File: config.mk
export PLATFORM = sky130hd
export DESIGN_NAME = cv32e40p_x_acc_stub
export DESIGN_NICKNAME = d
export VERILOG_FILES = /design/src/rtl/cv32e40p_x_acc_stub.sv
export SDC_FILE = /design/constraint.sdc
export NUM_CORES = 1
export LEC_CHECK = 0
export CORE_UTILIZATION = 25
export DETAILED_ROUTE_END_ITERATION = 16
export GPL_TIMING_DRIVEN = 0
export PLACE_DENSITY = 0.58
export SETUP_SLACK_MARGIN = 0.02
export SKIP_CTS_REPAIR_TIMING = 1
export SYNTH_ARGS = -nofsm -noshare
export SYNTH_HDL_FRONTEND = slang
export SYNTH_SLANG_ARGS = --single-unit
export TNS_END_PERCENT = 10
File: constraint.sdc
create_clock -name clk_i -period 8 [get_ports clk_i]
set_clock_uncertainty 0.05 [all_clocks]
set_input_delay 1.2 -clock clk_i [delete_from_list [all_inputs] [get_ports clk_i]]
set_output_delay 1.2 -clock clk_i [all_outputs]
set_load 0.02 [all_outputs]
File: src/rtl/cv32e40p_x_acc_stub.sv
// ---------------------------------------------------------------------------
// cv32e40p_x_acc_stub : x-interface accelerator (custom-0 ALU, result FIFO, xmem stores)
// Optional MUL via `define CV32E40P_X_ACC_MUL_EN.  Rev 1.0
// ---------------------------------------------------------------------------
`default_nettype none

module cv32e40p_x_acc_stub #(
  parameter int LATENCY   = 2,
  parameter int RES_DEPTH = 2
) (
  input  logic        clk_i,
  input  logic        rst_i,
  input  logic        x_valid_i,
  output logic        x_ready_o,
  output logic        x_accept_o,
  input  logic [31:0] x_instr_i,
  input  logic [95:0] x_rs_i,
  input  logic [2:0]  x_rs_valid_i,
  input  logic        x_rd_clean_i,
  output logic        x_rvalid_o,
  input  logic        x_rready_i,
  output logic [4:0]  x_rwaddr_o,
  output logic [31:0] x_rdata_o,
  output logic        xmem_valid_o,
  input  logic        xmem_ready_i,
  output logic        xmem_we_o,
  output logic [31:0] xmem_addr_o,
  output logic [31:0] xmem_wdata_o,
  output logic        xmem_endoftransaction_o,
  output logic        xmem_instr_wb_o,
  input  logic        xmem_rvalid_i,
  output logic        xmem_rready_o
);

  localparam int            PW       = (RES_DEPTH > 1) ? $clog2(RES_DEPTH) : 1;
  localparam int            CW       = $clog2(RES_DEPTH + 1);
  localparam logic [PW-1:0] LAST_PTR = PW'(RES_DEPTH - 1);
  localparam logic [2:0]    LAT_INIT = 3'(LATENCY - 1);

  typedef enum logic [1:0] {IDLE, EXEC, MEM_REQ, MEM_WAIT} state_t;
  typedef enum logic [1:0] {OP_ADD3, OP_XOR2, OP_MEMW, OP_MUL} op_t;

  state_t      state;
  op_t         op;
  op_t         dec_op;
  logic [2:0]  cnt;
  logic [31:0] rs1, rs2, rs3;
  logic [4:0]  rd;
  logic        legal, use_rs3, wb;
  logic        operands_ok, room, handshake, push, pop;
  logic [31:0] result;

  logic [4:0]    fifo_rd   [RES_DEPTH];
  logic [31:0]   fifo_data [RES_DEPTH];
  logic [PW-1:0] wr_ptr, rd_ptr;
  logic [CW-1:0] count;

  logic unused_instr;
  assign unused_instr = &{1'b0, x_instr_i[31:15]};

  always_comb begin
    legal   = 1'b0;
    dec_op  = OP_ADD3;
    use_rs3 = 1'b0;
    wb      = 1'b1;
    if (x_instr_i[6:0] == 7'b0001011) begin
      case (x_instr_i[14:12])
        3'b000: begin legal = 1'b1; use_rs3 = 1'b1; end
        3'b001: begin legal = 1'b1; dec_op = OP_XOR2; end
        3'b010: begin legal = 1'b1; dec_op = OP_MEMW; wb = 1'b0; end
`ifdef CV32E40P_X_ACC_MUL_EN
        3'b011: begin legal = 1'b1; dec_op = OP_MUL; end
`endif
        default: ;
      endcase
    end
  end

  // The in-flight term is zero whenever issue is possible (IDLE), kept for clarity of the rule.
  assign operands_ok = x_rs_valid_i[0] & x_rs_valid_i[1] & (~use_rs3 | x_rs_valid_i[2]);
  assign room        = ~wb | (x_rd_clean_i &
                       (({1'b0, count} + {{CW{1'b0}}, (state == EXEC)}) < (CW+1)'(RES_DEPTH)));
  assign x_ready_o   = ~legal | ((state == IDLE) & operands_ok & room);
  assign x_accept_o  = x_valid_i & legal;
  assign handshake   = x_valid_i & x_ready_o & x_accept_o;

  always_comb begin
    result = '0;
    case (op)
      OP_ADD3: result = rs1 + rs2 + rs3;
      OP_XOR2: result = rs1 ^ rs2;
`ifdef CV32E40P_X_ACC_MUL_EN
      OP_MUL:  result = rs1 * rs2;
`endif
      default: result = '0;
    endcase
  end

  assign push = (state == EXEC) && (cnt == 3'd0);
  assign pop  = x_rvalid_o & x_rready_i;

  always_ff @(posedge clk_i or posedge rst_i) begin
    if (rst_i) begin
      state <= IDLE;
      op    <= OP_ADD3;
      cnt   <= 3'd0;
      rs1   <= '0;
      rs2   <= '0;
      rs3   <= '0;
      rd    <= '0;
    end else begin
      case (state)
        IDLE: if (handshake) begin
          rs1 <= x_rs_i[31:0];
          rs2 <= x_rs_i[63:32];
          rs3 <= x_rs_i[95:64];
          rd  <= x_instr_i[11:7];
          op  <= dec_op;
          if (dec_op == OP_MEMW) begin
            state <= MEM_REQ;
          end else begin
            state <= EXEC;
            cnt   <= LAT_INIT;
          end
        end
        EXEC: begin
          if (cnt == 3'd0) state <= IDLE;
          else             cnt   <= cnt - 3'd1;
        end
        MEM_REQ:  if (xmem_ready_i)  state <= MEM_WAIT;
        MEM_WAIT: if (xmem_rvalid_i) state <= IDLE;
        default:  state <= IDLE;
      endcase
    end
  end

  always_ff @(posedge clk_i or posedge rst_i) begin
    if (rst_i) begin
      wr_ptr <= '0;
      rd_ptr <= '0;
      count  <= '0;
      for (int i = 0; i < RES_DEPTH; i++) begin
        fifo_rd[i]   <= '0;
        fifo_data[i] <= '0;
      end
    end else begin
      if (push) begin
        fifo_rd[wr_ptr]   <= rd;
        fifo_data[wr_ptr] <= result;
        wr_ptr            <= (wr_ptr == LAST_PTR) ? '0 : wr_ptr + PW'(1);
      end
      if (pop) rd_ptr <= (rd_ptr == LAST_PTR) ? '0 : rd_ptr + PW'(1);
      if (push && !pop)      count <= count + CW'(1);
      else if (!push && pop) count <= count - CW'(1);
    end
  end

  assign x_rvalid_o              = (count != '0);
  assign x_rwaddr_o              = fifo_rd[rd_ptr];
  assign x_rdata_o               = fifo_data[rd_ptr];
  assign xmem_valid_o            = (state == MEM_REQ);
  assign xmem_we_o               = xmem_valid_o;
  assign xmem_endoftransaction_o = xmem_valid_o;
  assign xmem_addr_o             = rs1;
  assign xmem_wdata_o            = rs2;
  assign xmem_instr_wb_o         = (state == MEM_WAIT);
  assign xmem_rready_o           = 1'b1;

endmodule

`default_nettype wire

==> metrics.md <==
| Metric | Value |
|---|---|
| Critical path arrival | 3.37 ns |
| Vias/cell | about 4.6 |
| Max clock buf depth | 2 |
| Critical-path cell list | clkdlybuf4s50_1, nor4bb_1, nand2_1, nor4_1, nor4_2, a41oi_1, o21ai_0, clkdlybuf4s50_1 |
| CP Capture Type | primary output |
| Comb power frac | 0.114 |
| Worst reg-to-reg setup slack | between 4 and 5 ns |
| Grt met3 use | 0.0409 |
| Via Count | between 8000 and 9000 |
| Crit path required time | 6.75 ns |
| Highest cell delay on the worst timing path | 0.55 ns |
| Syn_area_per_cell | 11.2 µm² |
| # DRC | 0 |
| FF+latch count, synth | 186 |
| Design Area, Final | about 0.014 mm² |
| Number of port buffers | roughly 230 |
| CP max FO | 3 |
| Peak supply drop | 0.000141 V |
| Total grt overflow | 0 |
| Cell area after synthesis | 0.0107 mm² |
| Max-Cap Viols | 0 |
| Startpoint types | input pin |
| Slew Limit Fails | 0 |
| GR Util met1 | 0.198 |
| Most frequent cells in the layout | clkdlybuf4s50_1 (228), dfrtp_1 (186), nand2_1 (158), mux2_2 (154), ha_1 (64) |
| Status | completed |
| CTS tree | yes |
| Post-synth cell types | 70 |
| CP Class | in2out |
| Vias in the first global route | ~8500 |
| Final HPWL DP | ~24000 µm |
| Tot Pwr | 2070 µW |
| Clk sinks | 186 |
| Switching share of power | 0.261 |
| Slew @ Worst Pin | just over 0.8 ns |
| Syn_nets | 1194 |
| Layout cell share with drive strength beyond 1 | 0.188 |
| Cell internal pwr | between 1500 and 2000 µW |
| Hold violation count in the final report | 0 |
| Crit path time final | 4.62 ns |
| Clock transition at path regs | 0.06 ns |
| Slew headroom | 0.461 |
| Die Wd | 209 µm |
| Synth async-reset ratio | 1.00 |
| Final setup vio count | 0 |
| Total GRT Usage | 0.150 |
| Clock buffer count from CTS | 17 |
| Root Buffer | clkbuf_16 |
| # nets final | 1442 |
| Final Util | 0.339 |
| Post-DP Area | 0.0137 mm² |
| Pwr dens | approximately 140 mW/mm² |
| Pin count of the biggest net entering global routing | 111 |
| Placer Congestion | 0.853 |
| Filler cell count | around 4200 |
| Io pins | 247 |
| CP dominant cell by count | clkdlybuf4s50_1 |
| Final wirelength | ~31000 µm |
| Final ANT Viol Nets | 0 |
| First-pass DRT Iterations | 4 |
| Prevailing post-synth register cell | dfrtp_1 |
| Starting density of the core | 0.255 |
| Antenna cells | 0 |
| Area grow syn2layout | 33.3% |
| Sw Pwr | 539 µW |
| Yosys warns | 0 |
| Worst hold path class | reg2reg |
| Iteration-0 DRC Markers | roughly 400 |
| Post-synth EDFFs | 0 |
| WP buf/inv | 2 |
| First-pass GRT wire length | 49900 µm |
| Mapped Cells | 960 |
| GR peak layer | met2 |
| Num rows | 75 |
| RSZ-0062 raised after global routing | no |
| WL/cell | roughly 18 µm |
| Crit-path leading delay family | buffers and inverters |
| Register area share after synthesis | 0.434 |
| Post-route clock period utilization | 0.578 |
| Commonest non-fill, non-tap cell in the layout | clkdlybuf4s50_1 |
| Htree depth | 4 |
| Slowest CP cell | clkdlybuf4s50_1 |
| Die Area | ~0.044 mm² |
| Die Height | 209 µm |
| Initial antenna violation count | 0 |
| Lkg Pwr | ~0.0069 µW |
| GR Layer Usage met2 | 0.245 |
| Clk pwr share | 0.418 |
| Max Fclk | 216 MHz |
| Worst-Skew Late Latency | 0.46 ns |
| Register share of total power | 0.468 |
| Core area | 0.0421 mm² |
-- final cells by class --
cell class	count	area [µm²]	area share
Multi-Input combinational cell	716	5770	0.403
Sequential cell	186	4650	0.325
Timing Repair Buffer	229	2310	0.161
Tap cell	539	674	0.0471
Clock buffer	19	453	0.0317
Buffer	44	255	0.0178
Clock inverter	13	130	0.00910
Inverter	14	60.1	0.00420
-- path summary, 6_finish.rpt --
path	from	to	cells past startpoint
min reg2reg	fifo_rd[1]$_DFFE_PP0P_	fifo_rd[1]$_DFFE_PP0P_	2
min	fifo_rd[1]$_DFFE_PP0P_	fifo_rd[1]$_DFFE_PP0P_	2
max reg2reg	xmem_addr_o[5]$_DFFE_PP0P_	fifo_data[28]$_DFFE_PP0P_	10
max	x_instr_i[1]	x_ready_o	8
min in group asynchronous	rst_i	xmem_addr_o[31]$_DFFE_PP0P_	2
max in group asynchronous	rst_i	rs3[5]$_DFFE_PP0P_	3
-- state kept, by name, summed over array words and instances (netlist names) --
name,cells
op,2
cnt,3
fifo_data,64
fifo_rd,10
count,2
rs3,32
rd_ptr,1
wr_ptr,1
xmem_wdata_o,32
state,2
xmem_addr_o,32
rd,5
-- power groups by stage --
stage | registers, µW | logic, µW | clock network [µW]
6_report | 967 | 236 | 864
5_1_grt | 969 | 259 | 939
4_1_cts | 967 | 243 | 895
3_5_place_dp | 985 | 243 | 0
3_3_place_gp | 985 | 235 | 0
2_1_floorplan | 985 | 124 | 0
-- worst register-to-register path, stage by stage, from the launching register on --
cell and delay [ns]:
dfrtp_1 0.45, fa_1 0.49, ha_1 0.36, a21oi_1 0.34
nor2_1 0.13, o31ai_2 0.46, o211ai_1 0.29, and4b_1 0.28
nor3_2 0.15, mux2i_1 0.29, a31oi_1 0.11
-- synthesized netlist by cell type (3+ instances only) --
cell type	n	area [µm²]
xor2_1	10	87.6
xnor2_1	21	184
mux2_2	154	1730
o211ai_1	7	52.6
nor2b_1	4	25.0
fa_1	32	641
o21bai_1	6	45.0
nand2_1	158	593
nor2_1	47	176
a32oi_1	4	35.0
nand3_1	8	40.0
a21oi_1	44	220
a211oi_1	4	30.0
clkbuf_8	4	55.1
buf_4	9	67.6
o21ai_1	6	30.0
a31oi_1	8	50.1
inv_1	14	52.6
and2_1	5	31.3
buf_2	6	30.0
mux2i_1	10	100
a21o_1	8	60.1
dfrtp_1	186	4650
o21ai_0	34	170
or2_2	3	18.8
o31ai_1	11	82.6
clkbuf_1	23	86.3
ha_1	64	801
mux2_1	4	45.0
nand2b_1	7	43.8
nor3_1	8	40.0
-- stage by stage --
step	instances	worst slack, ns	setup TNS, ns	hold slack [ns]
after floorplan	960	1.69	0	0.390
after global placement	1727	-1.09	-197.85	0.403
after detailed placement	1728	3.37	0	0.407
after CTS	1760	3.35	0	0.424
after global routing	1760	3.27	0	0.441
final	1760	3.38	0	0.419
-- routing by layer --
| metal | vias up | routed length [µm] |
|---|---|---|
| met1 | 4050 | 14500 |
| met2 | 194 | 15000 |
| met5 | - | 0 |
| met4 | 0 | 314 |
| li1 | 3847 | - |
| met3 | 19 | 1570 |
-- kinds of logic after synthesis --
kind of cell | synth area share
compound gates | 0.0966
xor+xnor | 0.0253
fa+ha+maj | 0.134
buf+inv | 0.0287
flops | 0.434
mux | 0.175
other cells | 0.000350
simple gates | 0.106
Power figures use the tool's default switching activity.
